**config.mk**
```make
export PLATFORM = sky130hd
export DESIGN_NAME = serial_subtractor
export DESIGN_NICKNAME = d
export VERILOG_FILES = /design/src/rtl/serial_subtractor.sv
export SDC_FILE = /design/constraint.sdc
export NUM_CORES = 1
export LEC_CHECK = 0
export BUFFER_PORTS_ARGS = -buffer_cell sky130_fd_sc_hd__buf_2
export CORE_AREA = 10 10 208 210
export CTS_CLUSTER_SIZE = 8
export DETAILED_ROUTE_END_ITERATION = 6
export DIE_AREA = 0 0 218 220
export GPL_TIMING_DRIVEN = 0
export PLACE_DENSITY_LB_ADDON = 0.05
export SLEW_MARGIN = 5
export SYNTH_ARGS = -nofsm -noshare
export SYNTH_HDL_FRONTEND = slang
export SYNTH_SLANG_ARGS = --single-unit
```
**constraint.sdc**
```tcl
create_clock -name clk -period 2.7 [get_ports clk]
set_input_delay 0.27 -clock clk [delete_from_list [all_inputs] [get_ports clk]]
set_output_delay 0.27 -clock clk [all_outputs]
set_load 0.03 [all_outputs]
```
**src/rtl/serial_subtractor.sv**
```systemverilog
// serial_subtractor: wide a - b computed one CHUNK_WIDTH slice per cycle,
// borrow rippled between slices through a register. Operands arrive and the
// {borrow, difference} result leaves over valid/ready handshakes.
module serial_subtractor #(
    parameter int ADDER_WIDTH = 116,
    parameter int CHUNK_WIDTH = 32
) (
    input  logic                   clk,
    input  logic                   reset_n,
    input  logic                   in_valid,
    output logic                   in_ready,
    input  logic [ADDER_WIDTH-1:0] a,
    input  logic [ADDER_WIDTH-1:0] b,
    output logic                   out_valid,
    input  logic                   out_ready,
    output logic [ADDER_WIDTH:0]   diff
);
    // Derived sizes: operands are zero-padded up to a whole number of chunks so
    // the last (possibly partial) slice reads zeros above ADDER_WIDTH.
    localparam int NCHUNK = (ADDER_WIDTH + CHUNK_WIDTH - 1) / CHUNK_WIDTH;
    localparam int PW     = NCHUNK * CHUNK_WIDTH;
    localparam int IDXW   = (NCHUNK > 1) ? $clog2(NCHUNK) : 1;

    typedef enum logic [1:0] {IDLE, RUN, DONE} state_t;

    state_t                 state_q, state_d;
    logic [PW-1:0]          a_q, b_q;
    logic                   borrow_q;
    logic [IDXW-1:0]        idx_q;
    logic [ADDER_WIDTH:0]   diff_q;
    logic [CHUNK_WIDTH:0]   slice;
    logic                   last;

    // Current slice: operands are shifted down each RUN cycle, so the active
    // chunk always sits in the low CHUNK_WIDTH bits.
    always_comb begin
        slice = {1'b0, a_q[CHUNK_WIDTH-1:0]}
              - {1'b0, b_q[CHUNK_WIDTH-1:0]}
              - {{CHUNK_WIDTH{1'b0}}, borrow_q};
        last  = (idx_q == IDXW'(NCHUNK - 1));
    end

    // State register; reset returns to IDLE and wins over everything.
    always_ff @(posedge clk) begin
        if (!reset_n) state_q <= IDLE;
        else          state_q <= state_d;
    end

    // Next-state and handshake outputs.
    always_comb begin
        state_d   = state_q;
        in_ready  = 1'b0;
        out_valid = 1'b0;
        case (state_q)
            IDLE: begin
                in_ready = 1'b1;
                if (in_valid) state_d = RUN;
            end
            RUN: begin
                if (last) state_d = DONE;
            end
            DONE: begin
                out_valid = 1'b1;
                if (out_ready) state_d = IDLE;
            end
            default: state_d = IDLE;
        endcase
    end

    // Datapath: capture on accept, then one slice per RUN cycle. diff is only
    // written in RUN, so it holds steady across DONE until the next operation.
    always_ff @(posedge clk) begin
        if (!reset_n) begin
            a_q      <= '0;
            b_q      <= '0;
            borrow_q <= 1'b0;
            idx_q    <= '0;
            diff_q   <= '0;
        end else begin
            case (state_q)
                IDLE: begin
                    if (in_valid) begin
                        a_q      <= PW'(a);
                        b_q      <= PW'(b);
                        borrow_q <= 1'b0;
                        idx_q    <= '0;
                    end
                end
                RUN: begin
                    // Result bits of the padded region above ADDER_WIDTH are dropped.
                    for (int k = 0; k < ADDER_WIDTH; k++) begin
                        if (k / CHUNK_WIDTH == int'(idx_q))
                            diff_q[k] <= slice[k % CHUNK_WIDTH];
                    end
                    a_q      <= a_q >> CHUNK_WIDTH;
                    b_q      <= b_q >> CHUNK_WIDTH;
                    borrow_q <= slice[CHUNK_WIDTH];
                    idx_q    <= idx_q + IDXW'(1);
                    if (last) diff_q[ADDER_WIDTH] <= slice[CHUNK_WIDTH];
                end
                default: ;
            endcase
        end
    end

    assign diff = diff_q;

endmodule

```
**Yosys cells after proc, flatten, opt, wreduce, memory -nomap -nowiden**

Index checks and enable logic that the tools add are counted.

- $lt $le $gt $ge: 0
- Equal/unequal tests: 9
- Multiplexer cells: 14
- Add/subtract/negate cells: 3
- Multipliers: 0
- Bitwise logic cells: 0
- Divide/modulo/power cells: 0
- Shift-type cells: 0
- Reductions and logical operators: 10

Operators by type and width:

| kind | number |
|---|---|
| $pmux 128 s2 | 2 |
| $mux 128 | 2 |
| $sub 32x32->33 | 1 |
| $sub 33x1->33 | 1 |
| $reduce_and 2->1 | 6 |
| $mux 2 | 4 |
| $ne 2x2->1 const B | 3 |
| $pmux 2 s3 | 1 |
| $eq 2x2->1 const A | 2 |
| $eq 2x2->1 const B | 2 |
| $logic_not 2->1 | 2 |
| $pmux 2 s2 | 1 |
| $mux 1 | 3 |
| $reduce_and 3->1 | 1 |
| $add 2x1->2 const B | 1 |
| $eq 1x2->1 const A | 1 |
| $eq 2x1->1 const B | 1 |
| $pmux 1 s2 | 1 |
| $reduce_bool 2->1 | 1 |

- Word-level logic and storage cells: 46
- Bits in latches: 0
- Input bits: 236
- Output and inout bits: 119
- Memory bits (read-only): 0
- Bits in registers: 378
- RAM bits: 0
- Memories: 0

**Longest topological paths before layout**

- Depth after elaboration: 3
- Gate-level depth with buffers: 13
- Depth with buffers taken out: 11

**Worst setup path before layout**

No wires, ideal clock.

- Kind: register -> register
- Start: reg a_q[0]
- End: reg diff_q[61], in the netlist diff[61]
- Setup time: 0.132 ns
- Data required time: 2.568 ns
- Stages on the path, launching flop included: 11
- Buffers on the path: 0
- Data arrival time: 2.477 ns
- Slack: 0.091 ns
- Clock period less this slack: 2.609 ns
- Path through: dfxtp_1 -> fa_1 -> inv_1 -> ha_1 -> o211a_1 -> o21a_1 -> o211ai_1 -> a21oi_1 -> o21a_1 -> nor4_2 -> a21oi_1

- Cells in the longest elaborated chain, start to end: 2

RTL lines:

| what | RTL line | RTL |
|---|---|---|
| from (decl) | 27 | `logic [PW-1:0] a_q, b_q;` |
| from (signal assigned) | 83 | `a_q <= PW'(a);` |
| from (signal assigned) | 95 | `a_q <= a_q >> CHUNK_WIDTH;` |
| $sub 32x32->33 | 38 | `- {1'b0, b_q[CHUNK_WIDTH-1:0]}` |
| $sub 33x1->33 | 39 | `- {{CHUNK_WIDTH{1'b0}}, borrow_q};` |
| to (signal, indexed assignment) | 93 | `diff_q[k] <= slice[k % CHUNK_WIDTH];` |
| to (signal, indexed assignment) | 99 | `if (last) diff_q[ADDER_WIDTH] <= slice[CHUNK_WIDTH];` |
| to (decl) | 30 | `logic [ADDER_WIDTH:0] diff_q;` |

No other way between the ends.
A chain may end at the register's enable or synchronous reset.

**Worst setup path in the final report**

- Start: reg a_q[0]
- End: reg diff_q[93], in the netlist diff[93]

Same word-level chain as after synthesis.

==> qor.csv <==
stage;metric;value;unit
route;ant_nets;0;
synth;yosys.area.top_type_share;0.410;
placement;dp_hpwl;51500;um
synth;ys_top_cells_by_area;dfxtp_1, nand2_1, o211a_1;
clock_tree;ctsHtreeMaxLevel;2;
clock_tree;cts.sinks;354;
cells_and_area;nets;2946;
sta;worst_slack;-76.6;ps
sta;worst_pin_slew;1170;ps
sta;drv_slew;0;
setup_path;endpoint_kind;flip-flop;
run_status;status;finished with violations;
setup_path;cp_top_family;compound AO/OA/AOI/OAI gates;
route;vias;17200;
floorplan;die_area;48000;um^2
synth;yosysTopAreaCell;dfxtp_1;
route;first_pass_iters;6;
global_route;grtUsageTotal;0.264;
sta;timing.fmax;360;MHz
global_route;antenna_found_initial;3;
power;power_density;737;nW/um^2
sta;setup_violations;3;
clock_tree;clk_latency;600;ps
sta;rsz0062_at_grt;yes;
synth;async_flop_share;0;
floorplan;die_y;220;um
setup_path;reg2reg_from;a_q[0];
cells_and_area;final_core_util;0.572;
floorplan;core_area;39300;um^2
global_route;grt_overflow_total;0;
synth;syn_area_per_cell;8.05;um^2
synth;synthFlopType;dfxtp_1;
run;cap_violations;0;
route;viasPerCell;5.43;
clock_tree;cts.clk_slew.worst_paths;50;ps
synth;yosys.cell_count.top_type;nand2_1;
global_route;grt_pass1_wl;98800;um
sta;hold_slack;19.2;ps
setup_path;worstSetupStartpointType;flip-flop;
route;drc;0;
cells_and_area;syn2layout_area_growth;29.8;%
setup_path;cp_max_fo;4;
synth;yosys_warnings;0;
synth;ys_ff_latch;354;
setup_path;worst_ep_arrival_time;3240;ps
sta;period_minus_slack;2780;ps
clock_tree;cts_buffer_depth;3;
placement;placed_area;19700;um^2
synth;yosysSeqAreaShare;0.410;
floorplan;die_x;218;um
synth;synth-edff-count;0;
sta;maxSlewHeadroom;0.220;
setup_path;critPathBufInv;3;
sta;finalCritPeriodShare;1.03;
global_route;grt_max_degree;15;
placement;dp_cells;3027;
power;ir_drop;0.000481;V
sta;fin_skew;17.5;ps
power;p_leak;11.0;nW
synth;syn-num-nets;2453;
placement;gp_congestion;0.897;
run_status;violations;negative setup slack;
clock_tree;root_buffer;clkbuf_16;
cells_and_area;layout-drive-gt1-share;0.215;
synth;synth_cells;2149;
synth;synth_cell_types;69;
floorplan;io_pins;355;
cells_and_area;fin_area;22500;um^2
synth;syn_area;17300;um^2
floorplan;initial_core_util;0.441;
setup_path;crit_required;3160;ps
cells_and_area;fin_cells;3174;
clock_tree;cts_buffers;50;
min_path;hold_start;a[88];
route;drt_wl_total;65800;um
clock_tree;tritoncts;done;
route;wl_per_cell;20.7;um
setup_path;crit_path_start;a_q[0];
synth;ys_top_cells_by_count;nand2_1, dfxtp_1, nand3_1;
placement;numPortBuffers;353;
global_route;grt_pass1_vias;16900;
floorplan;row_count;73;
setup_path;cp_slowest_cell;fa_2;
setup_path;criticalPathCategory;reg2reg;
sta;finalHoldViolations;0;
route;first_iter_violations;1511;
setup_path;path_cells;fa_2 -> inv_2 -> ha_4 -> o211a_1 -> o21a_1 -> o211ai_1 -> buf_4 -> a21oi_4 -> o21a_1 -> nor4_4 -> buf_4 -> a21oi_2;
min_path;min-delay-path-class;in2reg;
setup_path;slowest_delay;590;ps
==> state kept, by name, indices dropped and copies added (netlist names) <==
name	cells
borrow_q	1
idx_q	2
state_q	2
a_q	116
b_q	116
diff	117
==> area by class of cell <==
type / instances / area [um^2]
Inverter: 103 / 387
Tap cell: 525 / 657
Sequential cell: 354 / 7090
Buffer: 161 / 694
Clock buffer: 53 / 1260
Fill cell: 3735 / 16800
Clock inverter: 4 / 67.6
Timing Repair Buffer: 444 / 2620
Antenna cell: 2 / 5.00
Multi-Input combinational cell: 1528 / 9680
==> layout by cell type, fill, tap and decap left out, types with 8 or more instances in the layout <==
cell type,count
clkbuf_16,50
ha_1,46
and2_1,16
a21oi_2,11
nand3_1,223
dfxtp_1,350
o211a_1,150
a21o_1,12
o21ai_2,8
clkbuf_1,129
xnor2_1,8
nand2_1,548
nand2b_1,8
buf_4,27
a21boi_0,53
nor2b_1,68
o21a_1,8
o21ai_1,19
buf_2,363
o311ai_1,8
o21ai_0,30
and3_1,33
inv_1,96
buf_1,10
ha_2,9
ha_4,11
nand4_1,10
nor2_1,44
dlygate4sd3_1,64
a22oi_1,65
a21oi_1,22
==> worst register-to-register path, delay by kind of cell, from the launching register on <==
family | cells | cell delay (ps)
flops | 1 | 330
simple gates | 1 | 200
fa+ha+maj | 2 | 730
compound gates | 6 | 940
buf+inv | 3 | 430
==> what timing repair did <==
action,in CTS,in global routing
hold buffers,64,0
resized for setup,32,111
pin swaps,20,38
buffers inserted,12,17
hold endpoints to repair,64,0
setup endpoints to repair,157,181
==> path summary, 6_finish.rpt <==
kind	to	slack, ps	cells past startpoint
max	diff[93]	-80	12
min reg2reg	diff[20]	450	2
max reg2reg	diff[93]	-80	12
min	a_q[88]	20	3
==> layer usage <==
layer | up-vias | wire length (um) | track usage
met5 | - | 20 | 0
met4 | 2 | 1640 | 0.0787
met3 | 91 | 4650 | 0.0587
met2 | 621 | 31300 | 0.444
met1 | 8148 | 28200 | 0.332
li1 | 8374 | - | -
==> cell families (layout without fill, tap and decap cells) <==
family | count (synthesis) | in the layout | synth area share
compound gates | 451 | 451 | 0.210
flops | 354 | 354 | 0.410
xor+xnor | 17 | 17 | 0.00860
buf+inv | 267 | 765 | 0.0627
fa+ha+maj | 68 | 68 | 0.0500
mux | 2 | 2 | 0.00116
other cells | 0 | 2 | 0
simple gates | 990 | 990 | 0.258
==> per-stage QoR <==
stage	worst slack, ps	power (mW)	setup TNS [ps]
global placement	-575	10.2	-10270
CTS	-27.3	16.1	-88.4
floorplan	90.7	8.79	0
global route	-153	17.3	-888
detailed placement	-633	10.3	-16160
finish	-76.6	16.6	-219
==> power by group <==
group          total (mW)  leakage [nW]  switching (mW)  internal, mW
combinational        5.08          7.44            3.16          1.92
sequential           5.88          2.91           0.241          5.64
clock                5.59         0.649            2.32          3.27
Power figures use the tool's default switching activity.
